**src/rtl/uart_rx_if.sv**
```systemverilog
// Serial-receive bus: tick and line in, captured frame and status flags out.
interface uart_rx_if;
  logic       s_tick;
  logic       rx;
  logic [7:0] dout;
  logic       rx_done_tick;
  logic       frame_err;
  logic       parity_err;

  // Driver side: supplies the oversampling tick and the serial line.
  modport master (
    output s_tick,
    output rx,
    input  dout,
    input  rx_done_tick,
    input  frame_err,
    input  parity_err
  );

  // Receiver side.
  modport slave (
    input  s_tick,
    input  rx,
    output dout,
    output rx_done_tick,
    output frame_err,
    output parity_err
  );
endinterface

```
**src/rtl/uart_rx.sv**
```systemverilog
// UART receiver with 16x oversampling, optional parity and configurable stop length.
module uart_rx #(
  parameter int unsigned DBIT       = 8,
  parameter int unsigned SB_TICK    = 16,
  parameter int unsigned PARITY_EN  = 0,
  parameter int unsigned PARITY_ODD = 0
) (
  input logic      clk,
  input logic      rst,
  uart_rx_if.slave bus
);

  typedef enum logic [2:0] {
    StIdle     = 3'd0,
    StStart    = 3'd1,
    StData     = 3'd2,
    StParity   = 3'd3,
    StStop     = 3'd4,
    StWaitHigh = 3'd5
  } state_e;

  state_e     state_q, state_d;
  logic [1:0] rx_sync_q, rx_sync_d;
  logic [5:0] s_q, s_d;
  logic [2:0] n_q, n_d;
  logic [7:0] b_q, b_d;
  logic       par_q, par_d;
  logic [7:0] dout_q, dout_d;
  logic       done_q, done_d;
  logic       ferr_q, ferr_d;
  logic       perr_q, perr_d;

  logic       rx_s;
  logic [7:0] data_aligned;
  logic       parity_calc;

  assign rx_s         = rx_sync_q[1];
  // Data bits arrive LSB first and end up in the top DBIT bits of b.
  assign data_aligned = b_q >> (8 - DBIT);
  assign parity_calc  = (^data_aligned) ^ par_q ^ 1'(PARITY_ODD);

  // State, counters, synchronizer and output registers.
  always_ff @(posedge clk or posedge rst) begin
    if (rst) begin
      state_q   <= StIdle;
      rx_sync_q <= 2'b11;
      s_q       <= '0;
      n_q       <= '0;
      b_q       <= '0;
      par_q     <= 1'b0;
      dout_q    <= '0;
      done_q    <= 1'b0;
      ferr_q    <= 1'b0;
      perr_q    <= 1'b0;
    end else begin
      state_q   <= state_d;
      rx_sync_q <= rx_sync_d;
      s_q       <= s_d;
      n_q       <= n_d;
      b_q       <= b_d;
      par_q     <= par_d;
      dout_q    <= dout_d;
      done_q    <= done_d;
      ferr_q    <= ferr_d;
      perr_q    <= perr_d;
    end
  end

  // Next-state logic; all bit-timing moves only on s_tick.
  always_comb begin
    state_d   = state_q;
    rx_sync_d = {rx_sync_q[0], bus.rx};
    s_d       = s_q;
    n_d       = n_q;
    b_d       = b_q;
    par_d     = par_q;
    dout_d    = dout_q;
    done_d    = 1'b0;
    ferr_d    = ferr_q;
    perr_d    = perr_q;

    unique case (state_q)
      StIdle: begin
        if (!rx_s) begin
          state_d = StStart;
          s_d     = '0;
        end
      end
      StStart: begin
        if (bus.s_tick) begin
          if (s_q == 6'd7) begin
            // A line that has gone high again by mid-start-bit was a glitch.
            if (!rx_s) begin
              state_d = StData;
              s_d     = '0;
              n_d     = '0;
            end else begin
              state_d = StIdle;
            end
          end else begin
            s_d = s_q + 6'd1;
          end
        end
      end
      StData: begin
        if (bus.s_tick) begin
          if (s_q == 6'd15) begin
            b_d = {rx_s, b_q[7:1]};
            s_d = '0;
            if (n_q == 3'(DBIT - 1)) begin
              state_d = (PARITY_EN != 0) ? StParity : StStop;
            end else begin
              n_d = n_q + 3'd1;
            end
          end else begin
            s_d = s_q + 6'd1;
          end
        end
      end
      StParity: begin
        if (bus.s_tick) begin
          if (s_q == 6'd15) begin
            par_d   = rx_s;
            s_d     = '0;
            state_d = StStop;
          end else begin
            s_d = s_q + 6'd1;
          end
        end
      end
      StStop: begin
        if (bus.s_tick) begin
          if (s_q == 6'(SB_TICK - 1)) begin
            dout_d  = data_aligned;
            ferr_d  = ~rx_s;
            perr_d  = (PARITY_EN != 0) ? parity_calc : 1'b0;
            done_d  = 1'b1;
            s_d     = '0;
            // A low stop bit means a break; hold off until the line recovers.
            state_d = rx_s ? StIdle : StWaitHigh;
          end else begin
            s_d = s_q + 6'd1;
          end
        end
      end
      StWaitHigh: begin
        if (rx_s) begin
          state_d = StIdle;
        end
      end
      default: state_d = StIdle;
    endcase
  end

  assign bus.dout         = dout_q;
  assign bus.rx_done_tick = done_q;
  assign bus.frame_err    = ferr_q;
  assign bus.parity_err   = perr_q;

endmodule
```
**src/flat_wrapper.sv**
```systemverilog
// flat-port wrapper written by rule: the top's interface ports become plain ports
module uart_rx_flat 
#(
  parameter int unsigned DBIT       = 8,
  parameter int unsigned SB_TICK    = 16,
  parameter int unsigned PARITY_EN  = 0,
  parameter int unsigned PARITY_ODD = 0
)
  (clk, rst, bus_s_tick, bus_rx, bus_dout, bus_rx_done_tick, bus_frame_err, bus_parity_err);
  uart_rx_if bus_i ();
  input logic clk;
  input logic rst;
  input wire logic [$bits(bus_i.s_tick)-1:0] bus_s_tick;
  input wire logic [$bits(bus_i.rx)-1:0] bus_rx;
  output wire logic [$bits(bus_i.dout)-1:0] bus_dout;
  output wire logic [$bits(bus_i.rx_done_tick)-1:0] bus_rx_done_tick;
  output wire logic [$bits(bus_i.frame_err)-1:0] bus_frame_err;
  output wire logic [$bits(bus_i.parity_err)-1:0] bus_parity_err;
  assign bus_i.s_tick = bus_s_tick;
  assign bus_i.rx = bus_rx;
  assign bus_dout = bus_i.dout;
  assign bus_rx_done_tick = bus_i.rx_done_tick;
  assign bus_frame_err = bus_i.frame_err;
  assign bus_parity_err = bus_i.parity_err;
  uart_rx #(.DBIT(DBIT), .SB_TICK(SB_TICK), .PARITY_EN(PARITY_EN), .PARITY_ODD(PARITY_ODD)) u_core (.clk(clk), .rst(rst), .bus(bus_i));
endmodule
```
**config.mk**
```make
export PLATFORM = sky130hd
export DESIGN_NAME = uart_rx_flat
export DESIGN_NICKNAME = d
export VERILOG_FILES = /design/src/rtl/uart_rx_if.sv /design/src/rtl/uart_rx.sv /design/src/flat_wrapper.sv
export SDC_FILE = /design/constraint.sdc
export NUM_CORES = 1
export LEC_CHECK = 0
export CAP_MARGIN = 10
export CORE_MARGIN = 2
export CORE_UTILIZATION = 64
export CTS_BUF_LIST = sky130_fd_sc_hd__clkbuf_8
export CTS_CLUSTER_SIZE = 12
export DETAILED_ROUTE_END_ITERATION = 16
export PLACE_DENSITY = 0.85
export SLEW_MARGIN = 30
export SYNTH_ARGS = -nofsm -noshare
export SYNTH_HDL_FRONTEND = slang
export SYNTH_SLANG_ARGS = --single-unit
```
**constraint.sdc**
```tcl
create_clock -name clk -period 4.75 [get_ports clk]
set_input_delay 1.1875 -clock clk [delete_from_list [all_inputs] [get_ports clk]]
set_output_delay 1.1875 -clock clk [all_outputs]
set_load 0.005 [all_outputs]
```
==> impl_metrics.sql <==
INSERT INTO impl_metrics (metric_group, metric, value, unit) VALUES
('layout', 'n_antenna_cell', '0', ''),
('timing', 'rsz0062_at_grt', 'no', ''),
('synth', 'post_synth_num_cell_types', '53', ''),
('cts', 'cts.reportedPaths.clkPinSlew', '0.06', 'ns'),
('pwr', 'power_leakage', '0.8796', 'nW'),
('cts', 'clock_tree.htree_level_count', '2', ''),
('die', 'die_w', '55.49', 'µm'),
('pwr', 'powerDensity', '453.1', 'nW/µm²'),
('global_route', 'number_of_global_route_vias_before_repair', '1230', ''),
('layout', 'stdcell_count', '199', ''),
('synth', 'synth.top_cell.area_share', '44.25', '%'),
('routing', 'antenna_violating_nets_post_route', '0', ''),
('cts', 'post_cts.repair.setup_buffers', '0', ''),
('setup_path', 'worst-r2r-cell-count', '3', ''),
('layout', 'layout_cells_sized_above_1', '15.38', '%'),
('timing', 'tns', '0', 'ns'),
('cts', 'clock-root-buffer', 'sky130_fd_sc_hd__clkbuf_8', ''),
('cts', 'clock_insertion_delay_worst_skew', '0.28', 'ns'),
('synth', 'area_of_the_mapped_netlist', '1697', 'µm²'),
('cts', 'post_cts_hold_buffer_count', '0', ''),
('synth', 'synth_area_per_cell', '11.02', 'µm²'),
('worst_hold_path', 'worstHoldStart', 'u_core.rx_sync_q[0]', ''),
('outcome', 'status', 'finished, final reports clean', ''),
('timing', 'fmax', '339.0', 'MHz'),
('synth', 'synth_net_count', '161', ''),
('worst_hold_path', 'min_to', 'u_core.rx_sync_q[1]', ''),
('layout', 'area_growth_syn_to_layout', '13.50', '%'),
('setup_path', 'critical-path-max-stage-delay', '0.61', 'ns'),
('setup_path', 'worstReg2RegStart', 'u_core.state_q[2]', ''),
('die', 'die_area', '3079', 'µm²'),
('timing', 'report.final.hold_viol_count', '0', ''),
('synth', 'post_synth_inst_count', '154', ''),
('global_route', 'number_of_antenna_violations_at_the_first_check_in_global_routing', '0', ''),
('synth', 'synth.ff_latch_count', '32', ''),
('global_route', 'grt_max_degree', '27', ''),
('die', 'initial_core_util', '67.87', '%'),
('routing', 'detail_route.first_pass.iterations', '4', ''),
('pwr', 'power.ir.vdd_worst', '381.5', 'µV'),
('setup_path', 'path_cells', 'clkdlybuf4s50_1 -> and4b_2 -> nand2_1 -> nor3_4 -> mux2_1', ''),
('die', 'placement_rows', '18', ''),
('synth', 'synth_top_cell_by_area', 'sky130_fd_sc_hd__dfrtp_1', ''),
('layout', 'fill_cells', '167', ''),
('layout', 'nets', '175', ''),
('synth', 'ys.warnings.count', '0', ''),
('timing', 'timing.final.crit_share', '62.10', '%'),
('worst_hold_path', 'timing.hold.worst_path_depth', '0', ''),
('routing', 'detailedRoute.firstIterationViolations', '47', ''),
('global_route', 'global_route_congestion_overflow_total', '0', ''),
('die', 'fp.coreArea', '2500', 'µm²'),
('synth', 'postSynth.asyncResetShare', '100.0', '%'),
('die', 'io-pin-count', '15', ''),
('synth', 'synth_edf_count', '0', ''),
('timing', 'timing.slew.headroom', '63.64', '%'),
('routing', 'vias_per_cell', '6.271', ''),
('routing', 'detail_route.drc_violations', '0', ''),
('synth', 'post_synth_most_frequent_cells', 'sky130_fd_sc_hd__dfrtp_1, sky130_fd_sc_hd__nand2_1, sky130_fd_sc_hd__inv_1', ''),
('place', 'place_inst', '191', ''),
('synth', 'yosys-top-cells-area', 'sky130_fd_sc_hd__dfrtp_1, sky130_fd_sc_hd__mux2_1, sky130_fd_sc_hd__mux2_2', ''),
('setup_path', 'crit_required', '4.91', 'ns'),
('routing', 'wl', '3210', 'µm'),
('setup_path', 'startpoint_type', 'input pin', ''),
('worst_hold_path', 'worst_hold_path_type', 'flop to flop', ''),
('setup_path', 'crit_path_top_delay_cell', 'sky130_fd_sc_hd__clkdlybuf4s50_1', ''),
('place', 'dp_hpwl', '2167', 'µm'),
('routing', 'dr_total_vias', '1248', ''),
('synth', 'seq_area_frac_synth', '47.35', '%'),
('setup_path', 'arrival', '3.11', 'ns'),
('setup_path', 'r2r_setup_slack', '2.60', 'ns'),
('global_route', 'grt_first_pass_wirelength', '5713', 'µm'),
('cts', 'clockBufferDepth', '2', ''),
('cts', 'tritoncts_clock_tree', 'yes', '');
state kept, by name, summed over array words and instances (netlist names):
| register | cells |
|---|---|
| u_core.s_q | 6 |
| u_core.bus.rx_done_tick | 1 |
| u_core.state_q | 3 |
| u_core.rx_sync_q | 2 |
| u_core.bus.frame_err | 1 |
| u_core.bus.dout | 8 |
| u_core.n_q | 3 |
| u_core.b_q | 8 |
kinds of logic after synthesis:
| family | Yosys count | share of synthesized area, % |
|---|---|---|
| other | 1 | 0.2210 |
| and+or+nand+nor | 47 | 17.92 |
| buffers and inverters | 17 | 4.572 |
| muxes | 21 | 13.57 |
| AOI/OAI and AO/OA | 33 | 14.16 |
| adders and majority gates | 3 | 2.213 |
| DFF | 32 | 47.35 |
critical path: cells and delay by family:
kind | cells | cell delay (ns)
buffers and inverters | 1 | 0.61
muxes | 1 | 0.38
and+or+nand+nor | 3 | 0.93
where the power goes:
part	leakage (nW)	internal, mW	total, mW	switching (mW)
registers	0.426	0.311	0.392	0.0805
clock network	0.0486	0.115	0.213	0.0978
logic	0.405	0.118	0.268	0.150
cells in the final DEF (no fill, tap or decap), types with 3 or more instances in the layout:
master / count
sky130_fd_sc_hd__clkdlybuf4s50_1: 13
sky130_fd_sc_hd__inv_1: 10
sky130_fd_sc_hd__nand2_1: 11
sky130_fd_sc_hd__nand3_1: 4
sky130_fd_sc_hd__ha_1: 3
sky130_fd_sc_hd__dfrtp_1: 30
sky130_fd_sc_hd__a211oi_1: 4
sky130_fd_sc_hd__nand2b_1: 3
sky130_fd_sc_hd__mux2i_1: 5
sky130_fd_sc_hd__mux2_2: 8
sky130_fd_sc_hd__o211ai_1: 3
sky130_fd_sc_hd__o21ai_1: 3
sky130_fd_sc_hd__o21ai_0: 6
sky130_fd_sc_hd__mux2_1: 8
sky130_fd_sc_hd__clkbuf_8: 6
sky130_fd_sc_hd__nor2_1: 8
per-stage QoR:
step	utilization (%)	worst slack, ns	power [mW]	instance area (µm²)	hold WS [ns]
after floorplan	-	2.351	0.6034	1697	0.3452
after global placement	73.27	1.610	0.6444	1832	0.3477
after detailed placement	73.27	1.518	0.6549	1832	0.3479
after CTS	77.03	1.819	0.8754	1926	0.3572
after global routing	77.03	1.739	0.9403	1926	0.3632
final	77.03	1.800	0.8726	1926	0.3558
area by class of cell:
type                    count  area, µm²  share of cell area, %
well taps                  30      37.54                  1.949
clock inverters             2      11.26                 0.5848
inverters                  10      37.54                  1.949
multi-input cells         105      815.8                  42.37
repair buffers             14      137.6                  7.147
clock buffers               6      82.58                  4.288
flip-flops and latches     32      803.3                  41.72
per-layer routing:
layer / global-route usage (%) / wire length (µm) / vias to the layer above
met4: 11.15 / 53 / 0
li1: - / - / 585
met2: 37.41 / 1515 / 35
met3: 5.386 / 183 / 6
met5: 0 / 0 / -
met1: 31.83 / 1457 / 622
worst max path at each step:
stage                from            endpoint  slack [ns]  depth (start not counted)
2_1_floorplan  bus_s_tick  u_core.bus.dout[0]        2.35                          4
3_3_place_gp   bus_s_tick  u_core.bus.dout[5]        1.61                          5
3_5_place_dp   bus_s_tick  u_core.bus.dout[5]        1.52                          5
4_1_cts        bus_s_tick  u_core.bus.dout[7]        1.82                          5
5_1_grt        bus_s_tick  u_core.bus.dout[5]        1.74                          5
6_report       bus_s_tick  u_core.bus.dout[5]        1.80                          5
No activity file was read; power rests on OpenSTA's default activity.
